### config.mk
export PLATFORM = sky130hd
export DESIGN_NAME = stream_output_buffer
export DESIGN_NICKNAME = d
export VERILOG_FILES = /design/src/rtl/agh_stream_pkg.sv /design/src/rtl/stream_beat_fifo.sv /design/src/rtl/stream_output_buffer.sv
export SDC_FILE = /design/constraint.sdc
export NUM_CORES = 1
export LEC_CHECK = 0
export ABC_CLOCK_PERIOD_IN_PS = 3800
export CAP_MARGIN = 15
export CORE_MARGIN = 8
export CORE_UTILIZATION = 40
export CTS_BUF_LIST = sky130_fd_sc_hd__clkbuf_4 sky130_fd_sc_hd__clkbuf_8
export DETAILED_ROUTE_END_ITERATION = 16
export PLACE_DENSITY = 0.54
export SLEW_MARGIN = 30
export SYNTH_ARGS = -nofsm -noshare
export SYNTH_HDL_FRONTEND = slang
export SYNTH_SLANG_ARGS = --single-unit
### constraint.sdc
create_clock -name clk -period 3.8 [get_ports clk]
set_clock_uncertainty 0.1 [all_clocks]
set_input_delay 0.76 -clock clk [delete_from_list [all_inputs] [get_ports clk]]
set_output_delay 0.76 -clock clk [all_outputs]
set_load 0.05 [all_outputs]
### src/rtl/agh_stream_pkg.sv
// agh_stream_pkg: shared types and width helpers for the stream output buffer.
//   beat_t       - packed Avalon-ST beat {sop, eop, data} at the default sample width
//   pkt_state_t  - framing tracker state (outside / inside a packet)
//   credit_w()   - width of the in-flight credit counter (holds 0..latency+1)
//   level_w()    - width of a FIFO occupancy count (holds 0..depth)
package agh_stream_pkg;

  localparam int unsigned BEAT_DATA_W = 16;

  typedef struct packed {
    logic                   sop;
    logic                   eop;
    logic [BEAT_DATA_W-1:0] data;
  } beat_t;

  typedef enum logic {
    PKT_IDLE = 1'b0,
    PKT_OPEN = 1'b1
  } pkt_state_t;

  function automatic int unsigned credit_w(input int unsigned latency);
    return $clog2(latency + 2);
  endfunction

  function automatic int unsigned level_w(input int unsigned depth);
    return $clog2(depth) + 1;
  endfunction

endpackage

### src/rtl/stream_beat_fifo.sv
// stream_beat_fifo: first-word-fall-through beat storage.
// Ports:
//   clk, rst    - clock, synchronous active-high reset (clears pointers and count)
//   push        - write push_data this cycle (ignored when full unless popping)
//   push_data   - beat to store
//   pop         - consume the head entry (ignored when empty)
//   head_data   - current head entry, valid whenever empty=0
//   count       - stored entry count, 0..DEPTH
//   full, empty - occupancy flags
module stream_beat_fifo
  import agh_stream_pkg::*;
#(
  parameter int unsigned WIDTH = 18,
  parameter int unsigned DEPTH = 16
) (
  input  logic                     clk,
  input  logic                     rst,
  input  logic                     push,
  input  logic [WIDTH-1:0]         push_data,
  input  logic                     pop,
  output logic [WIDTH-1:0]         head_data,
  output logic [$clog2(DEPTH):0]   count,
  output logic                     full,
  output logic                     empty
);

  localparam int unsigned AW    = $clog2(DEPTH);
  localparam int unsigned CNT_W = level_w(DEPTH);
  localparam logic [CNT_W-1:0] FULL_CNT = CNT_W'(DEPTH);

  logic [WIDTH-1:0] mem [DEPTH];
  logic [AW-1:0]    wr_ptr;
  logic [AW-1:0]    rd_ptr;
  logic             do_push;
  logic             do_pop;

  assign full      = (count == FULL_CNT);
  assign empty     = (count == '0);
  assign do_pop    = pop && !empty;
  // A pop frees the slot in the same edge, so a push is legal even when full.
  assign do_push   = push && (!full || do_pop);
  assign head_data = mem[rd_ptr];

  always_ff @(posedge clk) begin
    if (do_push) begin
      mem[wr_ptr] <= push_data;
    end
  end

  always_ff @(posedge clk) begin
    if (rst) begin
      wr_ptr <= '0;
      rd_ptr <= '0;
      count  <= '0;
    end else begin
      if (do_push) begin
        wr_ptr <= wr_ptr + AW'(1);
      end
      if (do_pop) begin
        rd_ptr <= rd_ptr + AW'(1);
      end
      unique case ({do_push, do_pop})
        2'b10:   count <= count + CNT_W'(1);
        2'b01:   count <= count - CNT_W'(1);
        default: count <= count;
      endcase
    end
  end

endmodule

### src/rtl/stream_output_buffer.sv
// stream_output_buffer: Avalon-ST source end of the DSP datapath.
// Buffers beats leaving a fixed-latency DSP pipeline and issues upstream ready as
// credit so that beats already in the pipeline always have a FIFO slot waiting.
// Ports:
//   clk, rst        - clock, synchronous active-high reset
//   sink_valid      - upstream valid at pipeline entry (observed for credit only)
//   sink_ready      - upstream ready, high while stored + in-flight beats < DEPTH
//   pipe_valid/data/sop/eop - beat leaving the DSP pipeline
//   source_valid/data/sop/eop, source_ready - Avalon-ST source (FWFT from FIFO)
//   fill_level      - stored beat count
//   overflow        - sticky: a pipeline beat was dropped on a full FIFO
//   framing_err     - sticky: sop/eop sequence violation on a stored beat
module stream_output_buffer
  import agh_stream_pkg::*;
#(
  parameter int unsigned DATA_W  = 16,
  parameter int unsigned DEPTH   = 16,
  parameter int unsigned LATENCY = 5
) (
  input  logic                   clk,
  input  logic                   rst,
  input  logic                   sink_valid,
  output logic                   sink_ready,
  input  logic                   pipe_valid,
  input  logic [DATA_W-1:0]      pipe_data,
  input  logic                   pipe_sop,
  input  logic                   pipe_eop,
  output logic                   source_valid,
  output logic [DATA_W-1:0]      source_data,
  output logic                   source_sop,
  output logic                   source_eop,
  input  logic                   source_ready,
  output logic [$clog2(DEPTH):0] fill_level,
  output logic                   overflow,
  output logic                   framing_err
);

  localparam int unsigned CNT_W  = level_w(DEPTH);
  localparam int unsigned IF_W   = credit_w(LATENCY);
  localparam int unsigned SUM_W  = CNT_W + 1;
  localparam int unsigned BEAT_W = DATA_W + 2;
  localparam logic [IF_W-1:0] IF_MAX = IF_W'(LATENCY + 1);

  logic [CNT_W-1:0]  count;
  logic              full;
  logic              empty;
  logic [BEAT_W-1:0] head;
  logic              pop;
  logic              push;
  logic              drop;
  logic              accept;
  logic [SUM_W-1:0]  credit_sum;
  logic [IF_W-1:0]   inflight;
  logic [IF_W-1:0]   inflight_next;
  pkt_state_t        pkt_state;
  pkt_state_t        pkt_state_next;
  logic              frame_violation;

  stream_beat_fifo #(
    .WIDTH (BEAT_W),
    .DEPTH (DEPTH)
  ) u_fifo (
    .clk       (clk),
    .rst       (rst),
    .push      (push),
    .push_data ({pipe_sop, pipe_eop, pipe_data}),
    .pop       (pop),
    .head_data (head),
    .count     (count),
    .full      (full),
    .empty     (empty)
  );

  assign source_valid = !empty;
  assign {source_sop, source_eop, source_data} = head;
  assign fill_level   = count;

  assign pop  = !empty && source_ready;
  assign push = pipe_valid && (!full || pop);
  assign drop = pipe_valid && full && !pop;

  // Credit counts every beat already stored or still inside the DSP pipeline,
  // so each accepted beat is guaranteed a slot when it emerges.
  assign credit_sum = {1'b0, count} + SUM_W'(inflight);
  assign sink_ready = !rst && (credit_sum < SUM_W'(DEPTH));
  assign accept     = sink_valid && sink_ready;

  always_comb begin
    inflight_next = inflight;
    if (accept && !pipe_valid && (inflight != IF_MAX)) begin
      inflight_next = inflight + IF_W'(1);
    end else if (!accept && pipe_valid && (inflight != '0)) begin
      inflight_next = inflight - IF_W'(1);
    end
  end

  // Only beats that are actually stored take part in the framing check.
  always_comb begin
    pkt_state_next  = pkt_state;
    frame_violation = 1'b0;
    if (push) begin
      if (pipe_sop) begin
        if (pkt_state == PKT_OPEN) begin
          frame_violation = 1'b1;
        end
        pkt_state_next = pipe_eop ? PKT_IDLE : PKT_OPEN;
      end else begin
        if (pkt_state == PKT_IDLE) begin
          frame_violation = 1'b1;
        end
        if (pipe_eop) begin
          pkt_state_next = PKT_IDLE;
        end
      end
    end
  end

  always_ff @(posedge clk) begin
    if (rst) begin
      inflight    <= '0;
      pkt_state   <= PKT_IDLE;
      overflow    <= 1'b0;
      framing_err <= 1'b0;
    end else begin
      inflight  <= inflight_next;
      pkt_state <= pkt_state_next;
      if (drop) begin
        overflow <= 1'b1;
      end
      if (frame_violation) begin
        framing_err <= 1'b1;
      end
    end
  end

endmodule

; Word-level counts from Yosys, hierarchy flattened
; Memories as Yosys holds them, arrays and structs flattened. A register that Yosys moved wholly into a read port is not among the register bits.
; Cells that the tools add are included.
[word_totals]
in_bits = 23
regBits = 19
ram_bits = 288
memories = 1
elab_cells = 60
[classes]
order_cmp = 1
muxes = 14
add_sub_neg = 7
n_eq_ne = 4
n_reduce_logical = 26
[memory_table]
columns = name, depth, width, rd, rd_ports_with_merged_regs, write_ports, line
row1 = u_fifo.mem, 16, 18, 1, 1, 1, stream_beat_fifo.sv:31  ; logic [WIDTH-1:0] mem [DEPTH];
[ops]
columns = operator, n
row1 = 1-bit logical AND, 12
row2 = 5-bit one-hot mux with 2 select lines, 1
row3 = 1-bit two-way mux, 9
row4 = "4-bit by 1-bit adder with 4-bit output, second input constant", 2
row5 = 4-bit two-way mux, 2
row6 = 5-bit by 3-bit adder with 6-bit output, 1
row7 = 1-bit zero test, 6
row8 = "6-bit by 5-bit < comparator with 1-bit output, second input constant", 1
row9 = 3-bit two-way mux, 2
row10 = 2-bit nonzero test, 3
row11 = "5-bit by 1-bit adder with 5-bit output, second input constant", 1
row12 = "5-bit == test, second input constant", 1
row13 = 5-bit zero test, 1
row14 = "5-bit by 1-bit subtractor with 5-bit output, second input constant", 1
row15 = "3-bit by 1-bit adder with 3-bit output, second input constant", 1
row16 = "3-bit != test, second input constant", 1
row17 = 3-bit nonzero test, 1
row18 = "3-bit by 1-bit subtractor with 3-bit output, second input constant", 1
row19 = "2-bit by 1-bit == test with 1-bit output, second input constant", 1
row20 = "2-bit == test, second input constant", 1
row21 = 1-bit logical OR, 2
row22 = 2-bit AND reduction, 1

; Depth between registers and ports, before layout
[depth]
word_depth = 9
ltp_mapped = 12

; By module
; From an unflattened synthesis, not the netlist that was laid out.
[hier_totals]
hier_cells = 614
area_unflattened_um2 = 12240.5
[modules_own_cells]
columns = mod, seq_area_each_um2, n_inst, area_each_um2, cells_each
row1 = stream_beat_fifo, 8988.6, 1, 11813.8, 568
row2 = stream_output_buffer, 120.1, 1, 426.7, 46

; Least setup slack after synthesis
; Ideal clock, no wire load.
[synth_path]
path_type = register to register
startpoint = reg u_fifo.count[0]
endpoint = reg u_fifo.count[4]
required_ps = 3579
setup_slack_ps = 456
stages_incl_launch_ff = 13
path_buffers = 1
period_less_slack_ps = 3344
t_arrival_ps = 3123
cell_sequence = dfxtp_1 nor4_1 a31oi_1 buf_2 inv_1 ha_1 inv_1 fa_1 nor2b_1 o21ai_0 nand3_1 or3b_2 mux2_2
[synth_between]
elab_chain_len = 8
word_cells_on_any_way = 16
[synth_lines]
columns = item, line
row1 = start: declaration, stream_beat_fifo.sv:22  ; output logic [$clog2(DEPTH):0] count,
row2 = start signal: assignment, stream_beat_fifo.sv:63  ; 2'b10: count <= count + CNT_W'(1);
row3 = start signal: assignment, stream_beat_fifo.sv:64  ; 2'b01: count <= count - CNT_W'(1);
row4 = start signal: assignment, stream_beat_fifo.sv:65  ; default: count <= count;
row5 = 5-bit zero test, stream_beat_fifo.sv:38  ; assign empty = (count == '0);
row6 = 1-bit zero test, "stream_beat_fifo.sv:39, stream_output_buffer.sv:78"
row7 = 1-bit logical AND, stream_output_buffer.sv:78  ; assign pop = !empty && source_ready;
row8 = 1-bit logical OR / 1-bit logical AND (equally long branches), "stream_output_buffer.sv:79, stream_beat_fifo.sv:39"
row9 = 1-bit logical AND / 1-bit logical OR (equally long branches), "stream_output_buffer.sv:79, stream_beat_fifo.sv:41"
row10 = 1-bit logical AND, stream_beat_fifo.sv:41  ; assign do_push = push && (!full || do_pop);
row11 = 2-bit by 1-bit == test with 1-bit output / 2-bit == test (equally long branches), stream_beat_fifo.sv:62  ; unique case ({do_push, do_pop})
row12 = 5-bit one-hot mux with 2 select lines / 2-bit nonzero test (equally long branches), n/a
; Parallel ways exist; a longest one is shown, timed or not.
; A chain may end at the register's enable or synchronous reset.

==> results.cfg <==
[route]
drtPass1Iterations = 4
via_per_inst = 5.23
wl_per_cell_um = 23.5
drcViolationCount = 0
drt_iter0_markers = 252
wl_um = 26000
postRouteAntennaNets = 0
via_count = 5780

[final_layout]
num_antenna_cells = 0
synthToLayoutAreaGrowth_pct = 18.2
layout.nets = 704
fillers = 2558
final_core_util_pct = 47.7
final_cells = 1105
drive_above_1_share_pct = 28.5

[place]
placed_cells = 1011
dpl.hpwl_um = 15200
io_buffers = 49
gp_congestion = 0.796

[sta]
worst_slew_pin_slew_ns = 0.647
finalHoldWorstSlack_ns = 0.393
min_period_ns = 3.61
rsz0062_at_grt = false
setup_viol = 0
relSlewSlack_pct = 56.7
slew_violations = 0
post-route-period-util_pct = 95.0
max_freq_mhz = 277
finalSetupTns_ns = 0
finalHoldViolCount = 0

[synth]
yosysTopAreaCell = edfxtp_1
synth-edff-count = 288
synth_common_cells = edfxtp_1, mux4_1, mux4_2
synth_most_common_cell = edfxtp_1
synth.cell_area_sq_um = 12300
synthArstFlopShare_pct = 0
synth_fp_nets = 586
synth_area_leaders = edfxtp_1, mux4_1, mux4_2
syn_inst = 550
netlist.area_leader.share_pct = 70.5
yosysUniqueCellTypes = 39
syn_avg_cell_area_sq_um = 22.3
ys.flop_type = edfxtp_1
ys_ff_latch = 311
ys_warn_count = 0
yosysSeqAreaShare_pct = 74.2

[worst_setup_path]
path_delay_family = multiplexers
path_cells = buf_12 > mux4_1 > mux4_2 > buf_4
endpoint_kind = output pin
crit_buf_inv = 2
critical_path.startpoint_type = flop
cp_max_fo = 23
arrival_ns = 2.75
max_stage_delay_ns = 0.61
cpMaxStageDelayCell = mux4_1
cp.required_ns = 2.94
path_class = flop to output pin

[global_route]
grt_usage_pct = 14.4
grt_pass1_vias = 6387
antenna_found_initial = 1
grt_overflow = 0
grt_pass1_wl_um = 39000
grt_max_degree = 73

[power]
power_mw = 8.90
pwr_density_cell_nw_per_um2 = 614
cellLeakagePower_nw = 4.77
peakVddDrop_mv = 0.441

[clock_network]
cts_buffer_depth = 3
cts_resized = 0
clk_pin_slew_ns = 0.06
cts_tree = done
cts_hold_buf = 0
numCtsBuffers = 51
cts_sinks = 311
root_buffer = clkbuf_8
clock_latency_ns = 0.56
htree_levels = 2
post_cts_buffers = 0

[floorplanning]
fp.dieW_um = 191
dieArea_sq_um = 36500
row_count = 64
initial_core_util_pct = 40.3
io_pins = 50
core_area_sq_um = 30400
die_h_um = 191

[run_status]
status = complete, no violations

[job]
max_cap_viol_count = 0

[hold_path]
min_path_type = flop to flop
==> cell usage in the layout, fill, tap and decap left out, types with 2 or more instances in the layout <==
cell type / netlist / routed
a211oi_1: 2 / 2
a21oi_1: 9 / 9
a31oi_1: 3 / 3
buf_12: 1 / 5
buf_4: 1 / 56
clkbuf_4: 0 / 17
clkbuf_8: 0 / 58
clkdlybuf4s50_1: 0 / 30
clkinv_1: 0 / 12
clkinv_2: 0 / 4
dfxtp_1: 23 / 21
edfxtp_1: 288 / 288
fa_1: 2 / 2
ha_1: 11 / 11
inv_1: 13 / 13
mux2i_1: 3 / 3
mux4_1: 51 / 51
mux4_2: 39 / 39
nand2_1: 7 / 7
nand2b_1: 2 / 2
nand3_1: 3 / 3
nand4_1: 2 / 2
nor2_1: 33 / 21
nor2_2: 0 / 12
nor2b_1: 2 / 2
nor3_1: 6 / 2
nor3_2: 0 / 4
nor4_1: 2 / 2
o21ai_0: 3 / 3
xnor2_1: 5 / 5
xor2_1: 5 / 5
==> through the flow <==
stage          cell area, sq um  setup slack, ns
6_report                  14500            0.190
5_1_grt                   14500           0.0597
4_1_cts                   14500           0.0859
3_5_place_dp              13500            0.207
3_3_place_gp              13500            0.320
2_1_floorplan             12300            0.456
==> final timing paths <==
kind	start	endpoint	cells past startpoint	slack, ns
worst max-delay path	flop	source_data[2]	4	0.19
worst min-delay path	framing_err	framing_err	2	0.39
worst max register to register	u_fifo.count[0]	u_fifo.count[4]	11	0.43
worst min register to register	framing_err	framing_err	2	0.39
==> worst register-to-register path: stages (launching register included) <==
cell and delay (ns):
dfxtp_1 0.38, nor4_1 0.60, a31oi_1 0.20, inv_1 0.08, ha_1 0.22, inv_1 0.10, fa_1 0.40, nor2b_1 0.19
o21ai_0 0.13, nand3_1 0.11, or3b_2 0.46, mux2_2 0.28
==> sequential cells by signal, indices dropped and copies added (netlist names), named ones only <==
name and flops:
u_fifo.wr_ptr 4, u_fifo.mem 288, framing_err 1, pkt_state 1, u_fifo.rd_ptr 4, inflight 3, u_fifo.count 5, overflow 1
==> routing by layer <==
metal | track usage [%] | part of all wire (%) | vias to the layer above
met3 | 3.27 | 5.5 | 41
met2 | 23.7 | 50 | 138
met1 | 19.0 | 43 | 3021
met5 | 0 | 0.050 | -
met4 | 4.14 | 1.6 | 2
li1 | - | - | 2578
==> kinds of logic after synthesis <==
kind of cell	Yosys count	synth area share, %
AOI/OAI and AO/OA	23	1.17
xor gates and xnor gates	10	0.714
adders and majority gates	13	1.45
buffers and inverters	39	1.84
DFF	311	74.2
muxes	94	18.4
and+or+nand+nor	60	2.20
==> power by group <==
part           leakage (nW)  internal [mW]  switching [mW]
logic                  1.43          0.937            1.11
registers              2.79           3.86           0.131
clock network         0.548           1.63            1.24
==> cell type report <==
| cell class | count | area [sq um] | area share, % |
|---|---|---|---|
| well taps | 396 | 495 | 3.42 |
| repair buffers | 91 | 821 | 5.66 |
| clock inverters | 19 | 111 | 0.768 |
| flip-flops and latches | 311 | 9110 | 62.8 |
| multi-input cells | 200 | 2990 | 20.6 |
| inverters | 13 | 48.8 | 0.336 |
| clock buffers | 75 | 926 | 6.38 |
Note: power is estimated with default switching activity, not from simulation.
